**src/rtl/ifetch_pkg.sv**
```systemverilog
// Shared definitions for the instruction-fetch stage: FSM encodings, reset and
// exception vectors, and the payload handed from fetch to decode.
package ifetch_pkg;

  typedef enum logic [1:0] {
    IDLE = 2'd0,
    REQ  = 2'd1,
    WAIT = 2'd2
  } fetch_state_t;

  localparam logic [31:0] RESET_VECTOR = 32'hbfc0_0000;
  localparam logic [31:0] EXC_VECTOR   = 32'hbfc0_0380;

  typedef struct packed {
    logic [31:0] pc;
    logic [31:0] inst;
    logic        adel;
  } if_payload_t;

endpackage

```
**src/rtl/ifetch_if.sv**
```systemverilog
// SRAM-like instruction port: the fetch stage drives the request side,
// and the memory drives the accept, data-valid and read-data side.
interface ifetch_if;

  logic        inst_req;
  logic [31:0] inst_addr;
  logic        inst_addr_ok;
  logic        inst_data_ok;
  logic [31:0] inst_rdata;

  modport master (
    output inst_req, inst_addr,
    input  inst_addr_ok, inst_data_ok, inst_rdata
  );

  modport slave (
    input  inst_req, inst_addr,
    output inst_addr_ok, inst_data_ok, inst_rdata
  );

endinterface

```
**src/rtl/ifetch.sv**
```systemverilog
// Instruction-fetch stage: one outstanding SRAM-like read, stalls the PC while
// busy, drops responses made stale by a flush, and holds a one-entry output slot.
module ifetch
  import ifetch_pkg::*;
#(
  parameter logic [31:0] RESET_PC = RESET_VECTOR
) (
  input  logic        clk,
  input  logic        resetn,
  input  logic [31:0] npc,
  input  logic        flush,
  input  logic        id_allowin,
  output logic        if_stall,
  ifetch_if.master    bus,
  output logic        if_valid,
  output logic [31:0] if_pc,
  output logic [31:0] if_inst,
  output logic        if_adel
);

  fetch_state_t state, state_next;
  logic         cancel, cancel_next;
  logic [31:0]  req_pc;
  if_payload_t  entry, load_data;
  logic         load;
  logic         capture;
  logic         slot_free;

  // Next-state and bus outputs; capture is gated by resetn so the PC stays stalled in reset.
  always_comb begin
    state_next    = state;
    cancel_next   = cancel;
    load          = 1'b0;
    load_data     = '0;
    capture       = 1'b0;
    bus.inst_req  = 1'b0;
    bus.inst_addr = req_pc;
    slot_free     = !if_valid || id_allowin;

    case (state)
      IDLE: begin
        if (resetn && !flush && slot_free) begin
          capture = 1'b1;
          if (npc[1:0] != 2'b00) begin
            load      = 1'b1;
            load_data = '{pc: npc, inst: 32'h0, adel: 1'b1};
          end else begin
            state_next = REQ;
          end
        end
      end
      REQ: begin
        bus.inst_req = resetn;
        if (bus.inst_addr_ok) state_next  = WAIT;
        if (flush)            cancel_next = 1'b1;
      end
      WAIT: begin
        if (bus.inst_data_ok) begin
          state_next  = IDLE;
          cancel_next = 1'b0;
          if (!(cancel || flush)) begin
            load      = 1'b1;
            load_data = '{pc: req_pc, inst: bus.inst_rdata, adel: 1'b0};
          end
        end else if (flush) begin
          cancel_next = 1'b1;
        end
      end
      default: state_next = IDLE;
    endcase

    if_stall = !capture;
  end

  // A load and a flush never coincide, so flush only needs to win over consumption.
  always_ff @(posedge clk) begin
    if (!resetn) begin
      state    <= IDLE;
      cancel   <= 1'b0;
      req_pc   <= RESET_PC;
      if_valid <= 1'b0;
      entry    <= '{pc: RESET_PC, inst: 32'h0, adel: 1'b0};
    end else begin
      state  <= state_next;
      cancel <= cancel_next;
      if (capture) req_pc <= npc;
      if (flush)           if_valid <= 1'b0;
      else if (load)       if_valid <= 1'b1;
      else if (id_allowin) if_valid <= 1'b0;
      if (load) entry <= load_data;
    end
  end

  assign if_pc   = entry.pc;
  assign if_inst = entry.inst;
  assign if_adel = entry.adel;

endmodule

```
**src/flat_wrapper.sv**
```systemverilog
// flat-port wrapper written by rule: the top's interface ports become plain ports
module ifetch_flat import ifetch_pkg::*;
#(
  parameter logic [31:0] RESET_PC = RESET_VECTOR
)
  (clk, resetn, npc, flush, id_allowin, if_stall, if_valid, if_pc, if_inst, if_adel, bus_inst_req, bus_inst_addr, bus_inst_addr_ok, bus_inst_data_ok, bus_inst_rdata);
  ifetch_if bus_i ();
  input  logic clk;
  input  logic resetn;
  input  logic [31:0] npc;
  input  logic flush;
  input  logic id_allowin;
  output logic if_stall;
  output logic if_valid;
  output logic [31:0] if_pc;
  output logic [31:0] if_inst;
  output logic if_adel;
  output wire logic [$bits(bus_i.inst_req)-1:0] bus_inst_req;
  output wire logic [$bits(bus_i.inst_addr)-1:0] bus_inst_addr;
  input wire logic [$bits(bus_i.inst_addr_ok)-1:0] bus_inst_addr_ok;
  input wire logic [$bits(bus_i.inst_data_ok)-1:0] bus_inst_data_ok;
  input wire logic [$bits(bus_i.inst_rdata)-1:0] bus_inst_rdata;
  assign bus_inst_req = bus_i.inst_req;
  assign bus_inst_addr = bus_i.inst_addr;
  assign bus_i.inst_addr_ok = bus_inst_addr_ok;
  assign bus_i.inst_data_ok = bus_inst_data_ok;
  assign bus_i.inst_rdata = bus_inst_rdata;
  ifetch #(.RESET_PC(RESET_PC)) u_core (.clk(clk), .resetn(resetn), .npc(npc), .flush(flush), .id_allowin(id_allowin), .if_stall(if_stall), .bus(bus_i), .if_valid(if_valid), .if_pc(if_pc), .if_inst(if_inst), .if_adel(if_adel));
endmodule
```
**config.mk**
```make
export PLATFORM = sky130hd
export DESIGN_NAME = ifetch_flat
export DESIGN_NICKNAME = d
export VERILOG_FILES = /design/src/rtl/ifetch_pkg.sv /design/src/rtl/ifetch_if.sv /design/src/rtl/ifetch.sv /design/src/flat_wrapper.sv
export SDC_FILE = /design/constraint.sdc
export NUM_CORES = 1
export LEC_CHECK = 0
export CAP_MARGIN = 15
export CORE_ASPECT_RATIO = 0.9
export CORE_MARGIN = 2
export CORE_UTILIZATION = 37
export DETAILED_ROUTE_END_ITERATION = 8
export PLACE_DENSITY = 0.81
export SLEW_MARGIN = 20
export SYNTH_ARGS = -nofsm -noshare
export SYNTH_HDL_FRONTEND = slang
export SYNTH_SLANG_ARGS = --single-unit
```
**constraint.sdc**
```tcl
create_clock -name clk -period 1.8 [get_ports clk]
set_clock_uncertainty 0.15 [all_clocks]
set_input_delay 0.27 -clock clk [delete_from_list [all_inputs] [get_ports clk]]
set_output_delay 0.27 -clock clk [all_outputs]
set_load 0.05 [all_outputs]
```
## After elaboration in Yosys (flattened, before gate mapping)

Index checks and enable logic that the tools add are counted.

- Register bits: 101
- Bits in latches: 0
- RAM bits: 0
- Bits in read-only memories: 0
- Bits of input ports: 70
- Output and inout bits: 100
- Memories: 0

- $add $sub $neg: 0
- Multipliers: 0
- Divide/modulo/power cells: 0
- Magnitude comparators: 0
- Equality and inequality tests: 6
- Shift-type cells: 0
- Mux-type cells: 23
- Bitwise logic cells: 1
- Reductions and logical operators: 13

Operators by type and width:

| kind | number |
|---|---|
| 65-bit two-way mux | 4 |
| 65-bit one-hot mux with 2 select lines | 1 |
| 1-bit two-way mux | 11 |
| 2-bit two-way mux | 4 |
| 2-bit != test (second input constant) | 3 |
| 2-bit one-hot mux with 3 select lines | 1 |
| 2-bit nonzero test | 3 |
| 1-bit one-hot mux with 2 select lines | 2 |
| 4-bit AND reduction | 1 |
| 1-bit zero test | 3 |
| 2-bit by 1-bit == test with 1-bit output (second input constant) | 1 |
| 2-bit == test (second input constant) | 1 |
| 1-bit logical AND | 2 |
| 2-bit zero test | 1 |
| 1-bit logical OR | 2 |
| 2-bit by 1-bit != test with 1-bit output (second input constant) | 1 |
| 2-bit OR reduction | 1 |
| 1-bit inverter | 1 |

## Logic depth before layout (Yosys ltp)

Gate-level depths: netlist of run 1.

- Word-level depth: 6
- Gate-level depth with buffers: 8

## Worst setup path after synthesis of run 1

Ideal clock, no wire load.

- Path kind: flip-flop to output port
- Start: register u_core.if_valid
- End: output port if_stall
- Arrival time: 1,543 ps
- Required time: 1,380 ps
- Setup slack: -163 ps
- Cell stages (with the launch flop): 6
- Cell sequence: dfxtp_1 > nand2b_1 > and3_1 > clkbuf_1 > inv_2 > buf_2

- Longest elaborated chain between the ends: 6

Ends and longest elaborated chain:

| element | line | text |
|---|---|---|
| start: declaration | ifetch.sv:15 | `output logic if_valid,` |
| start signal: assignment | ifetch.sv:81 | `if_valid <= 1'b0;` |
| start signal: assignment | ifetch.sv:87 | `if (flush) if_valid <= 1'b0;` |
| start signal: assignment | ifetch.sv:88 | `else if (load) if_valid <= 1'b1;` |
| 1-bit zero test | ifetch.sv:38 | `slot_free = !if_valid \|\| id_allowin;` |
| 1-bit logical OR | ifetch.sv:38 |  |
| 1-bit logical AND | ifetch.sv:42 | `if (resetn && !flush && slot_free) begin` |
| 1-bit two-way mux | ifetch.sv:42 |  |
| 1-bit two-way mux | ifetch.sv:40 | `case (state)` |
| 1-bit zero test | ifetch.sv:72 | `if_stall = !capture;` |
| end: declaration | flat_wrapper.sv:13 | `output logic if_stall;` |

No other way between the ends.

## Worst setup path in the final report of run 1

- Start: input port id_allowin
- End: output port if_stall

- Longest elaborated chain between the ends: 5

Ends and longest elaborated chain:

| element | line | text |
|---|---|---|
| start: declaration | flat_wrapper.sv:12 | `input logic id_allowin;` |
| 1-bit logical OR | ifetch.sv:38 |  |
| 1-bit logical AND | ifetch.sv:42 |  |
| 1-bit two-way mux | ifetch.sv:42 |  |
| 1-bit two-way mux | ifetch.sv:40 |  |
| 1-bit zero test | ifetch.sv:72 |  |

No other way between the ends.

==> results.py, run 1 <==
metrics = {
    "timing": {
        "finalHoldViolations": 0,
        "finalSetupViolations": 5,
        "slew_headroom_pct": 75.82,
        "finalCritPeriodShare_pct": 101.6,
        "fin_ws_ns": -0.02921,
        "drv_slew": 0,
        "worst_pin_slew_ns": 0.3622,
        "rsz0062_at_grt": "yes",
        "fmaxAchievable_mhz": 546.7,
        "fin_crit_ns": 1.829,
    },
    "place": {
        "dpl.hpwl_um": 7960,
        "dpl.cell_count": 685,
        "gp_congestion": 0.7876,
        "io_buffers": 169,
        "dp_slack_ns": -0.8082,
    },
    "final_layout": {
        "fin_nets": 654,
        "drive_gt1_share_pct": 29.91,
        "final_cell_mix": "buf_4 (123), nand2_1 (106), dfxtp_1 (98)",
        "fillers": 810,
        "syn2layout_area_growth_pct": 59.11,
        "fin_cells": 711,
        "diodes": 0,
        "layout_commonest_cell": "buf_4",
    },
    "setup_path": {
        "worstSetupEndpointType": "primary output",
        "crit_required_ns": 1.38,
        "r2r-start": "u_core.state[1]",
        "worst_setup_path_start_kind": "input port",
        "cp_max_fo": 6,
        "worstPathArrival_ns": 1.41,
        "path_class": "input port to primary output",
        "worstSetupStartpoint": "id_allowin",
    },
    "global_routing": {
        "grt_pass1_vias": 3487,
        "grt_max_degree": 33,
        "grt_overflow": 0,
        "grt.total_usage_pct": 21.00,
        "grt_pass1_wl_um": 17430,
        "antenna_found_initial": 0,
    },
    "logic_synthesis": {
        "yosysWarnings": 0,
        "synth_nets": 466,
        "synth.distinct_cells": 28,
        "ys_ff_latch": 101,
        "synthCells": 392,
        "synth_seq_area_share_pct": 55.48,
        "netlist_area_mm2": 0.003645,
        "avgSynthCellArea_um2": 9.298,
    },
    "die": {
        "fp.dieH_um": 98.16,
        "die_width_um": 108.6,
        "core-area_mm2": 0.009614,
        "start_util_pct": 37.91,
        "rows": 34,
        "dieArea_mm2": 0.01066,
        "io-pin-count": 170,
    },
    "drt": {
        "drt-total-wl_um": 11530,
        "vias": 3718,
        "avgViaCountPerCell": 5.229,
        "remaining_drc_errors": 0,
        "ant_nets": 0,
        "drt-initial-drc-count": 206,
        "dr.pass1.iters": 4,
        "routedWlPerCell_um": 16.21,
    },
    "clock_tree": {
        "clk-insertion-delay-late_ns": 0.36,
        "max-clock-path-buffers": 2,
        "clk_pin_slew_ns": 0.10,
        "cts-root-buf": "clkbuf_8",
        "cts_buffers": 9,
        "cts_max_level": 3,
        "tritoncts": "done",
        "numClockSinks": 101,
    },
    "run": {
        "drv_cap": 0,
    },
    "run_status": {
        "outcome": "finished with violations",
        "violations": "setup timing",
    },
    "hold_path": {
        "hold_path_class": "flip-flop to flip-flop",
        "hold_start": "u_core.if_pc[4]",
    },
    "power": {
        "power.leakage_nw": 2.414,
        "ir_drop_uv": 483.5,
        "powerDensity_mw_per_mm2": 836.8,
    },
}
==> cell type report <==
class	count	area [um^2]	share of cell area, %
Tap cell	126	157.7	2.718
Multi-Input combinational cell	255	1540	26.56
Clock inverter	7	78.83	1.359
Clock buffer	9	123.9	2.136
Inverter	6	27.53	0.4746
Timing Repair Buffer	207	1846	31.82
Sequential cell	101	2026	34.93
==> cell families (layout without fill, tap and decap cells) <==
group	after synthesis	in the layout	synth area share, %
buffers and inverters	37	229	5.149
AND/OR/NAND/NOR	130	131	14.80
adder cells (fa/ha/maj)	4	4	1.373
flip-flops	101	101	55.48
multiplexers	1	1	0.2746
AO/OA/AOI/OAI	119	119	22.93
==> sequential cells by signal (all words and copies together) (netlist names) <==
| name | flops |
|---|---|
| u_core.bus.inst_addr | 32 |
| u_core.cancel | 1 |
| u_core.if_adel | 1 |
| u_core.if_inst | 32 |
| u_core.if_pc | 32 |
| u_core.if_valid | 1 |
| u_core.state | 2 |
==> timing repair <==
action,in CTS,in global routing
pin swaps,3,4
setup buffers,7,3
hold buffers,0,0
cloned,1,0
endpoints found under the setup margin,65,68
resized for setup,22,15
==> worst max-delay path, cell delays in order <==
cell and delay [ns]:
clkdlybuf4s50_1 0.44, nand2b_1 0.13, buf_4 0.16, and3_4 0.22, inv_4 0.04, buf_8 0.14
==> synth_stat cells <==
cell type | number | area share (%)
ha_1 | 4 | 1.4
and3_1 | 2 | 0.34
o21a_1 | 1 | 0.21
nand2_1 | 106 | 11
nor2_1 | 4 | 0.41
nor3_4 | 1 | 0.45
nand4_1 | 2 | 0.34
inv_1 | 4 | 0.41
a22o_1 | 32 | 7.7
o21ai_0 | 2 | 0.27
a311oi_1 | 2 | 0.48
inv_2 | 2 | 0.21
clkbuf_1 | 13 | 1.3
o221ai_1 | 1 | 0.24
nor4bb_1 | 1 | 0.27
mux2i_1 | 1 | 0.27
o211a_1 | 1 | 0.27
nand2b_1 | 1 | 0.17
nor2b_2 | 1 | 0.24
dfxtp_1 | 101 | 55
buf_6 | 3 | 0.93
a31oi_1 | 3 | 0.51
a221o_1 | 9 | 2.5
nand3_1 | 12 | 1.6
buf_2 | 12 | 1.6
buf_4 | 3 | 0.62
a22oi_1 | 21 | 4.3
a21oi_1 | 47 | 6.5
==> per-layer routing <==
layer / track usage, % / wire [um] / share of wire, %
met5: 0 / 0 / 0
met4: 7.988 / 182 / 1.6
met3: 5.874 / 985 / 8.5
met2: 35.58 / 5622 / 49
met1: 25.14 / 4738 / 41
==> path summary, 6_finish.rpt <==
check	end	slack, ns	cells after the start
worst max-delay path	if_stall	-0.03	6
worst min-delay path	u_core.if_pc[4]	0.31	2
worst max register to register	u_core.if_inst[6]	-0.01	7
worst min register to register	u_core.if_pc[4]	0.31	2
==> where the power goes <==
part	leakage, nW	switching, mW	internal [mW]
Sequential	0.823	0.0631	2.32
Clock	0.105	0.815	0.660
Combinational	1.49	0.587	0.405
==> stage by stage <==
stage | area, um^2 | hold WS, ns | util (%) | total power [mW] | setup TNS (ns)
floorplan | 3649 | 0.1847 | - | 2.956 | 0
global placement | 5374 | 0.2924 | 55.90 | 3.346 | -46.21
detailed placement | 5374 | 0.2966 | 55.90 | 3.367 | -53.11
CTS | 5723 | 0.2962 | 59.53 | 4.882 | -0.1103
global route | 5799 | 0.2997 | 60.32 | 5.068 | -4.675
finish | 5799 | 0.3064 | 60.32 | 4.853 | -0.04703
No activity file was read; power rests on OpenSTA's default activity.
==> run 2, diff against run 1 <==
--- a/config.mk
+++ b/config.mk
@@ -10,6 +10,7 @@
 export CORE_MARGIN = 2
 export CORE_UTILIZATION = 37
 export DETAILED_ROUTE_END_ITERATION = 8
+export MAX_ROUTING_LAYER = met4
 export PLACE_DENSITY = 0.81
 export SLEW_MARGIN = 20
 export SYNTH_ARGS = -nofsm -noshare
==> run 2 against run 1 <==
Compared with the run above: utilization unchanged; non-clock buffer count is the same; the flow still finishes with violations (setup timing); cell area unchanged; maximum frequency is essentially flat; sequential power hardly changed; highest routed layer unchanged; die area unchanged; clock-buffer cell count unchanged; critical path depth rose by 1.
==> results.py, run 2 (synthesis gave the netlist of run 1 again) <==
metrics = {
    "die": {
        "start_util_pct": 37.91,
        "dieArea_mm2": 0.01066,
        "core-area_mm2": 0.009614,
        "fp.dieH_um": 98.16,
        "die_width_um": 108.6,
        "io-pin-count": 170,
        "rows": 34,
    },
    "drt": {
        "ant_nets": 0,
        "routedWlPerCell_um": 16.28,
        "avgViaCountPerCell": 5.204,
        "dr.pass1.iters": 4,
        "remaining_drc_errors": 0,
        "drt-total-wl_um": 11580,
        "drt-initial-drc-count": 212,
        "vias": 3700,
    },
    "setup_path": {
        "worstPathArrival_ns": 1.41,
        "worstSetupEndpointType": "primary output",
        "cp_max_fo": 4,
        "worst_setup_path_start_kind": "input port",
        "r2r-start": "u_core.state[1]",
        "worstSetupStartpoint": "flush",
        "crit_required_ns": 1.38,
        "path_class": "input port to primary output",
    },
    "final_layout": {
        "finalInstanceArea_mm2": 0.005799,
        "diodes": 0,
        "layout_commonest_cell": "buf_4",
        "final_cell_mix": "buf_4 (123), nand2_1 (106), dfxtp_1 (98)",
        "syn2layout_area_growth_pct": 59.11,
        "drive_gt1_share_pct": 29.91,
        "fin_nets": 654,
        "fillers": 810,
    },
    "place": {
        "gp_congestion": 0.7986,
        "io_buffers": 169,
        "dpl.hpwl_um": 7960,
        "placed_cell_area_mm2": 0.005374,
    },
    "run_status": {
        "violations": "setup timing",
        "outcome": "finished with violations",
    },
    "hold_path": {
        "hold_path_class": "flip-flop to flip-flop",
        "hold_start": "u_core.if_pc[4]",
    },
    "timing": {
        "slew_headroom_pct": 75.75,
        "hold_ws_ns": 0.3064,
        "finalSetupViolations": 3,
        "worst_pin_slew_ns": 0.3633,
        "fin_ws_ns": -0.02875,
        "drv_slew": 0,
        "finalCritPeriodShare_pct": 101.6,
        "rsz0062_at_grt": "yes",
        "fin_crit_ns": 1.829,
        "fmaxAchievable_mhz": 546.8,
        "finalHoldViolations": 0,
    },
    "clock_tree": {
        "cts_buffers": 9,
        "max-clock-path-buffers": 2,
        "numClockSinks": 101,
        "tritoncts": "done",
        "cts_max_level": 3,
        "clk-insertion-delay-late_ns": 0.36,
        "clk_pin_slew_ns": 0.10,
        "cts-root-buf": "clkbuf_8",
    },
    "global_routing": {
        "grt.total_usage_pct": 21.59,
        "grt_overflow": 0,
        "antenna_found_initial": 0,
        "grt_pass1_vias": 3490,
        "grt_pass1_wl_um": 17400,
        "grt_max_degree": 33,
    },
    "power": {
        "power.leakage_nw": 2.414,
        "powerDensity_mw_per_mm2": 837.4,
        "ir_drop_uv": 485.4,
        "p_total_mw": 4.856,
    },
    "run": {
        "drv_cap": 0,
    },
}
==> run 2: cell counts in the layout (fill, tap and decap cells not counted) <==
Identical to the previous run, type by type.
==> run 2: area by class of cell <==
cell class	count	area, um^2	share of cell area, %
clock buffer	9	123.9	2.136
clock inverter	7	78.83	1.359
inverter	6	27.53	0.4746
multi-input combinational	255	1540	26.56
sequential	101	2026	34.93
tap	126	157.7	2.718
timing repair buffer	207	1846	31.82
==> run 2: timing repair <==
item,4_1_cts,5_1_grt
hold buffers,0,0
endpoints found under the setup margin,65,68
pin swaps,3,4
gates resized for setup,22,15
cloned,1,0
buffers inserted,7,3
==> run 2: stage by stage <==
step | setup WS, ns | TNS [ns] | util, % | instances
after floorplan | 0.01645 | 0 | - | 392
after global placement | -0.7275 | -46.21 | 55.90 | 685
after detailed placement | -0.8082 | -53.11 | 55.90 | 685
after CTS | -0.1103 | -0.1103 | 59.53 | 709
after global routing | -0.1129 | -4.667 | 60.32 | 711
final | -0.02875 | -0.03756 | 60.32 | 711
==> run 2: final timing paths <==
kind | slack [ns] | to | depth (start not counted)
max reg2reg | -0.01 | u_core.if_inst[6] | 7
min reg2reg | 0.31 | u_core.if_pc[4] | 2
min | 0.31 | u_core.if_pc[4] | 2
max | -0.03 | if_stall | 7
==> run 2: report_power, final <==
group / switching, mW / total, mW / internal (mW)
clock network: 0.817 / 1.48 / 0.661
logic: 0.588 / 0.993 / 0.405
registers: 0.0629 / 2.39 / 2.32
==> run 2: worst max-delay path, stage by stage <==
cell	delay (ns)
dlygate4sd2_1	0.38
nor2b_4	0.07
buf_4	0.15
buf_4	0.14
and3_4	0.19
inv_4	0.06
buf_8	0.14
==> run 2: routing by layer <==
metal / share of wire (%) / GRT usage, %
met1: 42 / 25.38
met2: 49 / 35.53
met3: 8.1 / 5.140
met4: 1.4 / 8.284
met5: 0 / -
